**src/rtl/sensor_uart_pkg.sv**
```systemverilog
// Shared types and constants for the sensor frame UART transmitter.
// Holds the frame FSM state type, default header byte and frame geometry.
package sensor_uart_pkg;

    typedef enum logic [2:0] {
        IDLE,
        HDR,
        SEQ,
        DHI,
        DLO,
        CSUM
    } state_t;

    localparam logic [7:0] FRAME_HDR_DEF = 8'hA5;
    localparam int         FRAME_LEN     = 5;
    // start + 8 data + stop
    localparam int         LINE_BITS     = 10;

    // Header is deliberately excluded from the checksum.
    function automatic logic [7:0] csum8(input logic [7:0] seq, input logic [15:0] smp);
        return seq + smp[15:8] + smp[7:0];
    endfunction

endpackage

```
**src/rtl/sensor_frame_tx_if.sv**
```systemverilog
// Sample handshake between a sensor front-end (master) and the frame transmitter (slave).
interface sensor_frame_tx_if;
    logic        sample_valid;
    logic [15:0] sample_data;
    logic        sample_ready;

    modport master (output sample_valid, output sample_data, input sample_ready);
    modport slave  (input sample_valid, input sample_data, output sample_ready);
endinterface

```
**src/rtl/byte_serializer.sv**
```systemverilog
// 8N1 byte serializer: a load restarts it with a new byte; o_byte_done flags the last
// cycle of the stop bit so the next byte can be loaded with no idle gap.
module byte_serializer
    import sensor_uart_pkg::*;
#(
    parameter int TPB = 868
) (
    input  logic       clk,
    input  logic       rst_n,
    input  logic       i_load,
    input  logic [7:0] i_byte,
    output logic       o_line,
    output logic       o_byte_done
);

    localparam int TW = (TPB > 1) ? $clog2(TPB) : 1;
    localparam int BW = $clog2(LINE_BITS);

    logic [TW-1:0] r_tick;
    logic [BW-1:0] r_bit;
    logic [8:0]    r_shift;
    logic          r_busy;
    logic          r_line;

    logic w_tick_last;
    logic w_bit_last;

    assign w_tick_last = (r_tick == TW'(TPB - 1));
    assign w_bit_last  = (r_bit == BW'(LINE_BITS - 1));
    assign o_byte_done = r_busy && w_tick_last && w_bit_last;
    assign o_line      = r_line;

    always_ff @(posedge clk) begin
        if (!rst_n) begin
            r_tick  <= '0;
            r_bit   <= '0;
            r_shift <= '1;
            r_busy  <= 1'b0;
            r_line  <= 1'b1;
        end else if (i_load) begin
            // Start bit goes out on the line right after the load edge.
            r_tick  <= '0;
            r_bit   <= '0;
            r_shift <= {1'b1, i_byte};
            r_busy  <= 1'b1;
            r_line  <= 1'b0;
        end else if (r_busy) begin
            if (w_tick_last) begin
                r_tick <= '0;
                if (w_bit_last) begin
                    r_busy <= 1'b0;
                    r_line <= 1'b1;
                end else begin
                    r_bit   <= r_bit + BW'(1);
                    r_line  <= r_shift[0];
                    r_shift <= {1'b1, r_shift[8:1]};
                end
            end else begin
                r_tick <= r_tick + TW'(1);
            end
        end
    end

endmodule

```
**src/rtl/sensor_frame_tx.sv**
```systemverilog
// Frames a 16-bit sensor sample as HDR, SEQ, DHI, DLO, CSUM and sends it over a UART line.
// Bytes are chained on the serializer's done pulse so the frame is one unbroken burst.
module sensor_frame_tx
    import sensor_uart_pkg::*;
#(
    parameter int         CLK_FREQ  = 100_000_000,
    parameter int         BAUD_RATE = 115_200,
    parameter logic [7:0] FRAME_HDR = FRAME_HDR_DEF
) (
    input  logic                    clk,
    input  logic                    rst_n,
    sensor_frame_tx_if.slave        s_if,
    output logic                    uart_tx,
    output logic                    frame_busy,
    output logic                    frame_done,
    output logic [7:0]              seq_num
);

    localparam int TPB = CLK_FREQ / BAUD_RATE;

    state_t      r_state;
    logic        r_ready;
    logic        r_busy;
    logic        r_done;
    logic [7:0]  r_seq;
    logic [15:0] r_sample;

    logic        w_accept;
    logic        w_byte_done;
    logic        w_load;
    logic [7:0]  w_byte;

    assign w_accept = r_ready && s_if.sample_valid;
    // The next byte is loaded on the same edge the current stop bit ends.
    assign w_load   = w_accept || (w_byte_done && (r_state != CSUM));

    always_comb begin
        w_byte = FRAME_HDR;
        case (r_state)
            IDLE:    w_byte = FRAME_HDR;
            HDR:     w_byte = r_seq;
            SEQ:     w_byte = r_sample[15:8];
            DHI:     w_byte = r_sample[7:0];
            DLO:     w_byte = csum8(r_seq, r_sample);
            default: w_byte = FRAME_HDR;
        endcase
    end

    always_ff @(posedge clk) begin
        if (!rst_n) begin
            r_state  <= IDLE;
            r_ready  <= 1'b1;
            r_busy   <= 1'b0;
            r_done   <= 1'b0;
            r_seq    <= 8'h00;
            r_sample <= 16'h0000;
        end else begin
            r_done <= 1'b0;
            case (r_state)
                IDLE: if (w_accept) begin
                    r_sample <= s_if.sample_data;
                    r_state  <= HDR;
                    r_ready  <= 1'b0;
                    r_busy   <= 1'b1;
                end
                HDR:  if (w_byte_done) r_state <= SEQ;
                SEQ:  if (w_byte_done) r_state <= DHI;
                DHI:  if (w_byte_done) r_state <= DLO;
                DLO:  if (w_byte_done) r_state <= CSUM;
                CSUM: if (w_byte_done) begin
                    r_state <= IDLE;
                    r_ready <= 1'b1;
                    r_busy  <= 1'b0;
                    r_done  <= 1'b1;
                    r_seq   <= r_seq + 8'd1;
                end
                default: r_state <= IDLE;
            endcase
        end
    end

    byte_serializer #(
        .TPB (TPB)
    ) u_ser (
        .clk         (clk),
        .rst_n       (rst_n),
        .i_load      (w_load),
        .i_byte      (w_byte),
        .o_line      (uart_tx),
        .o_byte_done (w_byte_done)
    );

    assign s_if.sample_ready = r_ready;
    assign frame_busy        = r_busy;
    assign frame_done        = r_done;
    assign seq_num           = r_seq;

endmodule

```
**src/flat_wrapper.sv**
```systemverilog
// flat-port wrapper written by rule: the top's interface ports become plain ports
module sensor_frame_tx_flat import sensor_uart_pkg::*;
#(
    parameter int         CLK_FREQ  = 100_000_000,
    parameter int         BAUD_RATE = 115_200,
    parameter logic [7:0] FRAME_HDR = FRAME_HDR_DEF
)
  (clk, rst_n, uart_tx, frame_busy, frame_done, seq_num, s_if_sample_valid, s_if_sample_data, s_if_sample_ready);
  sensor_frame_tx_if s_if_i ();
  input  logic clk;
  input  logic rst_n;
  output logic uart_tx;
  output logic frame_busy;
  output logic frame_done;
  output logic [7:0] seq_num;
  input wire logic [$bits(s_if_i.sample_valid)-1:0] s_if_sample_valid;
  input wire logic [$bits(s_if_i.sample_data)-1:0] s_if_sample_data;
  output wire logic [$bits(s_if_i.sample_ready)-1:0] s_if_sample_ready;
  assign s_if_i.sample_valid = s_if_sample_valid;
  assign s_if_i.sample_data = s_if_sample_data;
  assign s_if_sample_ready = s_if_i.sample_ready;
  sensor_frame_tx #(.CLK_FREQ(CLK_FREQ), .BAUD_RATE(BAUD_RATE), .FRAME_HDR(FRAME_HDR)) u_core (.clk(clk), .rst_n(rst_n), .s_if(s_if_i), .uart_tx(uart_tx), .frame_busy(frame_busy), .frame_done(frame_done), .seq_num(seq_num));
endmodule
```
**config.mk**
```make
export PLATFORM = sky130hd
export DESIGN_NAME = sensor_frame_tx_flat
export DESIGN_NICKNAME = d
export VERILOG_FILES = /design/src/rtl/sensor_uart_pkg.sv /design/src/rtl/sensor_frame_tx_if.sv /design/src/rtl/byte_serializer.sv /design/src/rtl/sensor_frame_tx.sv /design/src/flat_wrapper.sv
export SDC_FILE = /design/constraint.sdc
export NUM_CORES = 1
export LEC_CHECK = 0
export ABC_AREA = 0
export CORE_MARGIN = 1
export CORE_UTILIZATION = 29
export DETAILED_ROUTE_END_ITERATION = 10
export SLEW_MARGIN = 20
export SYNTH_ARGS = -nofsm -noshare
export SYNTH_HDL_FRONTEND = slang
export SYNTH_SLANG_ARGS = --single-unit
export TNS_END_PERCENT = 30
```
**constraint.sdc**
```tcl
create_clock -name clk -period 2.9 [get_ports clk]
set_input_delay 0.435 -clock clk [delete_from_list [all_inputs] [get_ports clk]]
set_output_delay 0.435 -clock clk [all_outputs]
set_load 0.02 [all_outputs]
```
Word level (Yosys, flattened, before mapping):

Cells that the tools add are included.

* add/subtract/negate cells: 5
* equal/unequal tests: 15
* mux-type cells: 28
* bitwise operators: 2
* reductions and logical operators: 18

Operators by type and width (count)
* $mux 8: 4
* $pmux 8 s4: 1
* $mux 3: 6
* $pmux 3 s6: 1
* $add 8x8->8: 2
* $mux 1: 13
* $ne 2x1->1 const B: 6
* $add 10x1->10 const B: 1
* $eq 10x10->1 const B: 1
* $mux 10: 1
* $reduce_and 3->1: 3
* $add 8x1->8 const B: 1
* $reduce_and 2->1: 4
* $eq 3x2->1 const B: 2
* $eq 3x3->1 const B: 2
* $reduce_and 6->1: 1
* $reduce_bool 2->1: 3
* $add 4x1->4 const B: 1
* $eq 4x4->1 const B: 1
* $logic_and 1x1->1: 4
* $pmux 1 s2: 2
* $eq 3x1->1 const B: 1
* $logic_not 3->1: 1
* $ne 3x3->1 const B: 1
* other kinds (4): 5

* register bits after elaboration: 54
* input port bits: 19
* output and inout bits: 12
* word-level logic and storage cells: 79

Longest topological paths before layout:

* depth in word-level cells: 7
* mapped depth: 10
* mapped depth without buffers: 10

Hierarchy:

Synthesis repeated with hierarchy kept, for this count alone.

* cell total of the unflattened synthesis: 336
* area total of the unflattened synthesis: 3099.2 sq um

By module, submodules not included
* sensor_frame_tx: times used 1, cells an instance 200, area an instance 1900.6 sq um, sequential area each 600.6 sq um
* byte_serializer: times used 1, cells an instance 136, area an instance 1198.6 sq um, sequential area each 480.5 sq um

Least setup slack after synthesis:

No wires, ideal clock.

* path kind: register to register
* from: register u_core.r_seq[1], in the netlist u_core.seq_num[1]
* to: register u_core.u_ser.r_shift[7]
* library setup time: 137 ps
* data arrival time: 2292 ps
* required time: 2763 ps
* path slack: 471 ps
* cell stages (with the launch flop): 11
* path buffers: 0
* clock period less this slack: 2429 ps
* cells stage by stage: dfxtp_1 -> fa_1 -> ha_1 -> inv_1 -> fa_1 -> nor2b_1 -> o31a_1 -> o21ai_0 -> nor4b_1 -> nor3_1 -> o21ai_0

* word-level cells in the longest chain between the ends: 4

Ends and longest elaborated chain
* start, declared: RTL line sensor_frame_tx.sv:25 `logic [7:0] r_seq;`
* start signal, assigned: RTL line sensor_frame_tx.sv:75 `r_seq <= r_seq + 8'd1;`
* $add 8x8->8 (2 in a row): RTL line sensor_uart_pkg.sv:21 `return seq + smp[15:8] + smp[7:0];`
* $pmux 8 s4: RTL line sensor_frame_tx.sv:39 `case (r_state)`
* $mux 8: RTL line byte_serializer.sv:40 `end else if (i_load) begin`
* end signal, assigned: RTL line byte_serializer.sv:44 `r_shift <= {1'b1, i_byte};`
* end signal, assigned: RTL line byte_serializer.sv:56 `r_shift <= {1'b1, r_shift[8:1]};`
* end, declared: RTL line byte_serializer.sv:21 `logic [8:0] r_shift;`

Every way passes these cells.
A chain may end at the register's enable or synchronous reset.

Worst setup path after layout:

* from: register u_core.r_seq[3], in the netlist u_core.seq_num[3]
* to: register u_core.u_ser.r_shift[7]

The elaborated chain is that of the path after synthesis.

==> results.toml <==
[global_route]
met1_usage_pct = 18.6
grt_start_max_net_pins = 20
grt.met2_usage_pct = 23.2
grt_antenna_before_repair = 0
grt_overflow = 0
grt_pass1_wl_um = 11500
grt_pass1_vias = 2331
grtUsageTotal_pct = 14.0
grt.busiest_layer = "met2"
use_met3_pct = 2.46

[die]
pin_count = 31
start_util_pct = 29.8
dieArea_um2 = 10500
coreArea_um2 = 9770
rows = 36
die_w_um = 102
fp.dieH_um = 102

[detailed_routing]
dr_total_vias = 2425
drcViolationCount = 0
ant_nets = 0
drtIter0Drc = 103
finalWirelength_um = 6790
drtPass1Iterations = 4
via_per_inst = 4.73
detail_route.wl_per_cell_um = 13.2

[clock_network]
h-tree-depth = 2
post_cts_buffers = 0
clkLatencyLatePin_ns = 0.32
clk_pin_slew_ns = 0.10
postCtsHoldBufs = 0
ctsResizeCount = 0
tritoncts = "done"
clkSinkCount = 54
cts-root-buf = "clkbuf_8"
numCtsBuffers = 5
clk_path_buf_depth = 2

[setup_path]
critPathArrivalTime_ns = 2.77
crit_slowest_cell = "dfxtp_1"
cpPeakStageDelay_ns = 0.49
cp-start-kind = "flip-flop"
crit_chain = "fa_1 > ha_1 > nor2b_1 > o31a_1 > o21ai_0 > nor4b_1 > nor3_1 > o21ai_0"
crit_path_max_fanout = 6
path_class = "flip-flop to flip-flop"
cp_common_cell = "o21ai_0"
end_kind = "flip-flop"
worstPathRequired_ns = 3.14

[timing]
final-hold-violation-count = 0
skew_ns = 0.0133
setup_viol = 0
grt_setup_unrepaired = "no"
period_needed_ns = 2.53
relSlewSlack_pct = 59.2
period_share_pct = 87.3
slew_viol_final = 0
tightest_slew_ns = 0.611
fmax_ghz = 0.395
totalNegativeSetupSlack_ns = 0
hold_slack_ns = 0.477

[synthesis]
syn_area_per_cell_um2 = 8.40
synth-xor-area-share_pct = 7.21
async_reset_ff_share_pct = 0
yosysWarnings = 0
syn_nets = 384
synth_ff_type = "dfxtp_1"
netlist_instances = 347
ys_seq_area_share_pct = 37.1
synth_compound_area_share_pct = 14.6
syn_area_um2 = 2910
synth-seq-cells = 54
synth_edf_count = 0
yosys.area_share.simple_pct = 24.0
synthMuxAreaShare_pct = 3.95
synthAdderAreaFrac_pct = 9.79
synth_top_family_by_area = "simple AND/OR/NAND/NOR gates"
synth_cell_types = 45

[layout]
syn_to_final_growth_pct = 20.4
antenna_cells = 0
fin_cells = 513
nets = 416
drive_gt1_share_pct = 7.89

[pwr]
p_leak_uw = 0.00127
ir_worst_vdd_uv = 190
p_per_area_nw_per_um2 = 433

[place]
dp_hpwl_um = 5210
gp_congestion = 0.819
dp_cells = 505
port_buffers = 30

[flow_run]
cap_viol_max_count = 0

[worst_hold_path]
min_path_type = "flip-flop to flip-flop"

[status]
outcome = "finished clean"
## cell usage in the layout, fill, tap and decap left out, types with 3 or more instances in the layout
cell / count
nand2_1: 58
dfxtp_1: 54
nor2_1: 36
a21oi_1: 31
clkdlybuf4s50_1: 30
xnor2_1: 15
nand3_1: 12
o21ai_0: 12
ha_1: 10
buf_4: 10
inv_1: 9
xor2_1: 9
fa_1: 8
nor3_1: 7
mux2i_1: 7
o22ai_1: 5
a211oi_1: 5
a22oi_1: 5
clkbuf_8: 5
nand3b_1: 4
or3_1: 4
o211ai_1: 4
mux2_2: 4
and3_1: 3
nand4_1: 3
## sequential cells by signal, indices dropped and copies added (netlist names)
register                  flops
u_core.frame_busy             1
u_core.frame_done             1
u_core.r_sample              16
u_core.r_state                3
u_core.s_if.sample_ready      1
u_core.seq_num                8
u_core.u_ser.o_line           1
u_core.u_ser.r_bit            4
u_core.u_ser.r_busy           1
u_core.u_ser.r_shift          8
u_core.u_ser.r_tick          10
## worst max-delay path, delay by kind of cell (launching register included)
kind	cells	cell delay (ns)
adders and majority gates	2	0.81
DFF	1	0.49
and+or+nand+nor	3	0.56
AOI/OAI and AO/OA	3	0.60
## layer usage
layer / wire length (um) / vias to the layer above
met3: 238 / 9
met2: 3200 / 47
met1: 3260 / 1105
li1: - / 1264
met4: 89 / 0
met5: 0 / -
## power breakdown
part           internal [uW]  switching, uW  total, uW
Combinational           93.3            110        203
Clock                    258            255        513
Sequential               774           28.3        803
Total                   1130            394       1520
## cell families after synthesis
group	Yosys count
fa+ha+maj	18
mux	11
buf+inv	24
compound gates	71
simple gates	145
xor+xnor	24
flops	54
## cells in the mapped netlist, types with 2 or more instances
master,instances,share of area (%)
nand4_1,3,0.64
or3_1,4,0.86
a31oi_1,2,0.43
a22oi_1,5,1.3
inv_1,9,1.2
xnor2_1,15,4.5
mux2i_1,7,2.4
nand3_1,12,2.1
fa_1,8,5.5
o21ai_0,12,2.1
nand2_1,58,7.5
and2_1,2,0.43
a211oi_1,5,1.3
nor4_1,3,0.64
nand3b_1,4,1.0
o211ai_1,4,1.0
o21a_1,2,0.52
a21oi_1,31,5.3
nor3_1,7,1.2
mux2_2,4,1.5
xor2_1,9,2.7
nor2b_1,2,0.43
nor2_1,36,4.6
o22ai_1,5,1.1
clkbuf_1,14,1.8
ha_1,10,4.3
dfxtp_1,54,37
and3_1,3,0.64
## stage by stage
stage          cell area (um2)  util [%]  total power (uW)  setup WS, ns
2_1_floorplan             2910         -               945         0.471
3_3_place_gp              3400      34.8              1020         0.460
3_5_place_dp              3400      34.8              1020         0.405
4_1_cts                   3510      35.9              1530         0.378
5_1_grt                   3510      35.9              1590        0.0684
6_report                  3510      35.9              1520         0.368
## cell type report
type                            instances  area [um2]
Inverter                                9        33.8
Multi-Input combinational cell        269        1740
Clock buffer                            6        72.6
Clock inverter                          2        37.5
Sequential cell                        54        1080
Fill cell                            1044        6270
Tap cell                              133         166
Timing Repair Buffer                   40         375
## worst paths after layout
path                                   startpoint                                   end  slack, ns  cells past startpoint
max                u_core.seq_num[3]$_SDFFE_PN0P_  u_core.u_ser.r_shift[7]$_SDFFE_PN1P_       0.37                      8
min          u_core.u_ser.r_shift[0]$_SDFFE_PN1P_  u_core.u_ser.r_shift[0]$_SDFFE_PN1P_       0.48                      2
max reg2reg        u_core.seq_num[3]$_SDFFE_PN0P_  u_core.u_ser.r_shift[7]$_SDFFE_PN1P_       0.37                      8
min reg2reg  u_core.u_ser.r_shift[0]$_SDFFE_PN1P_  u_core.u_ser.r_shift[0]$_SDFFE_PN1P_       0.48                      2
No activity file was read; power rests on OpenSTA's default activity.
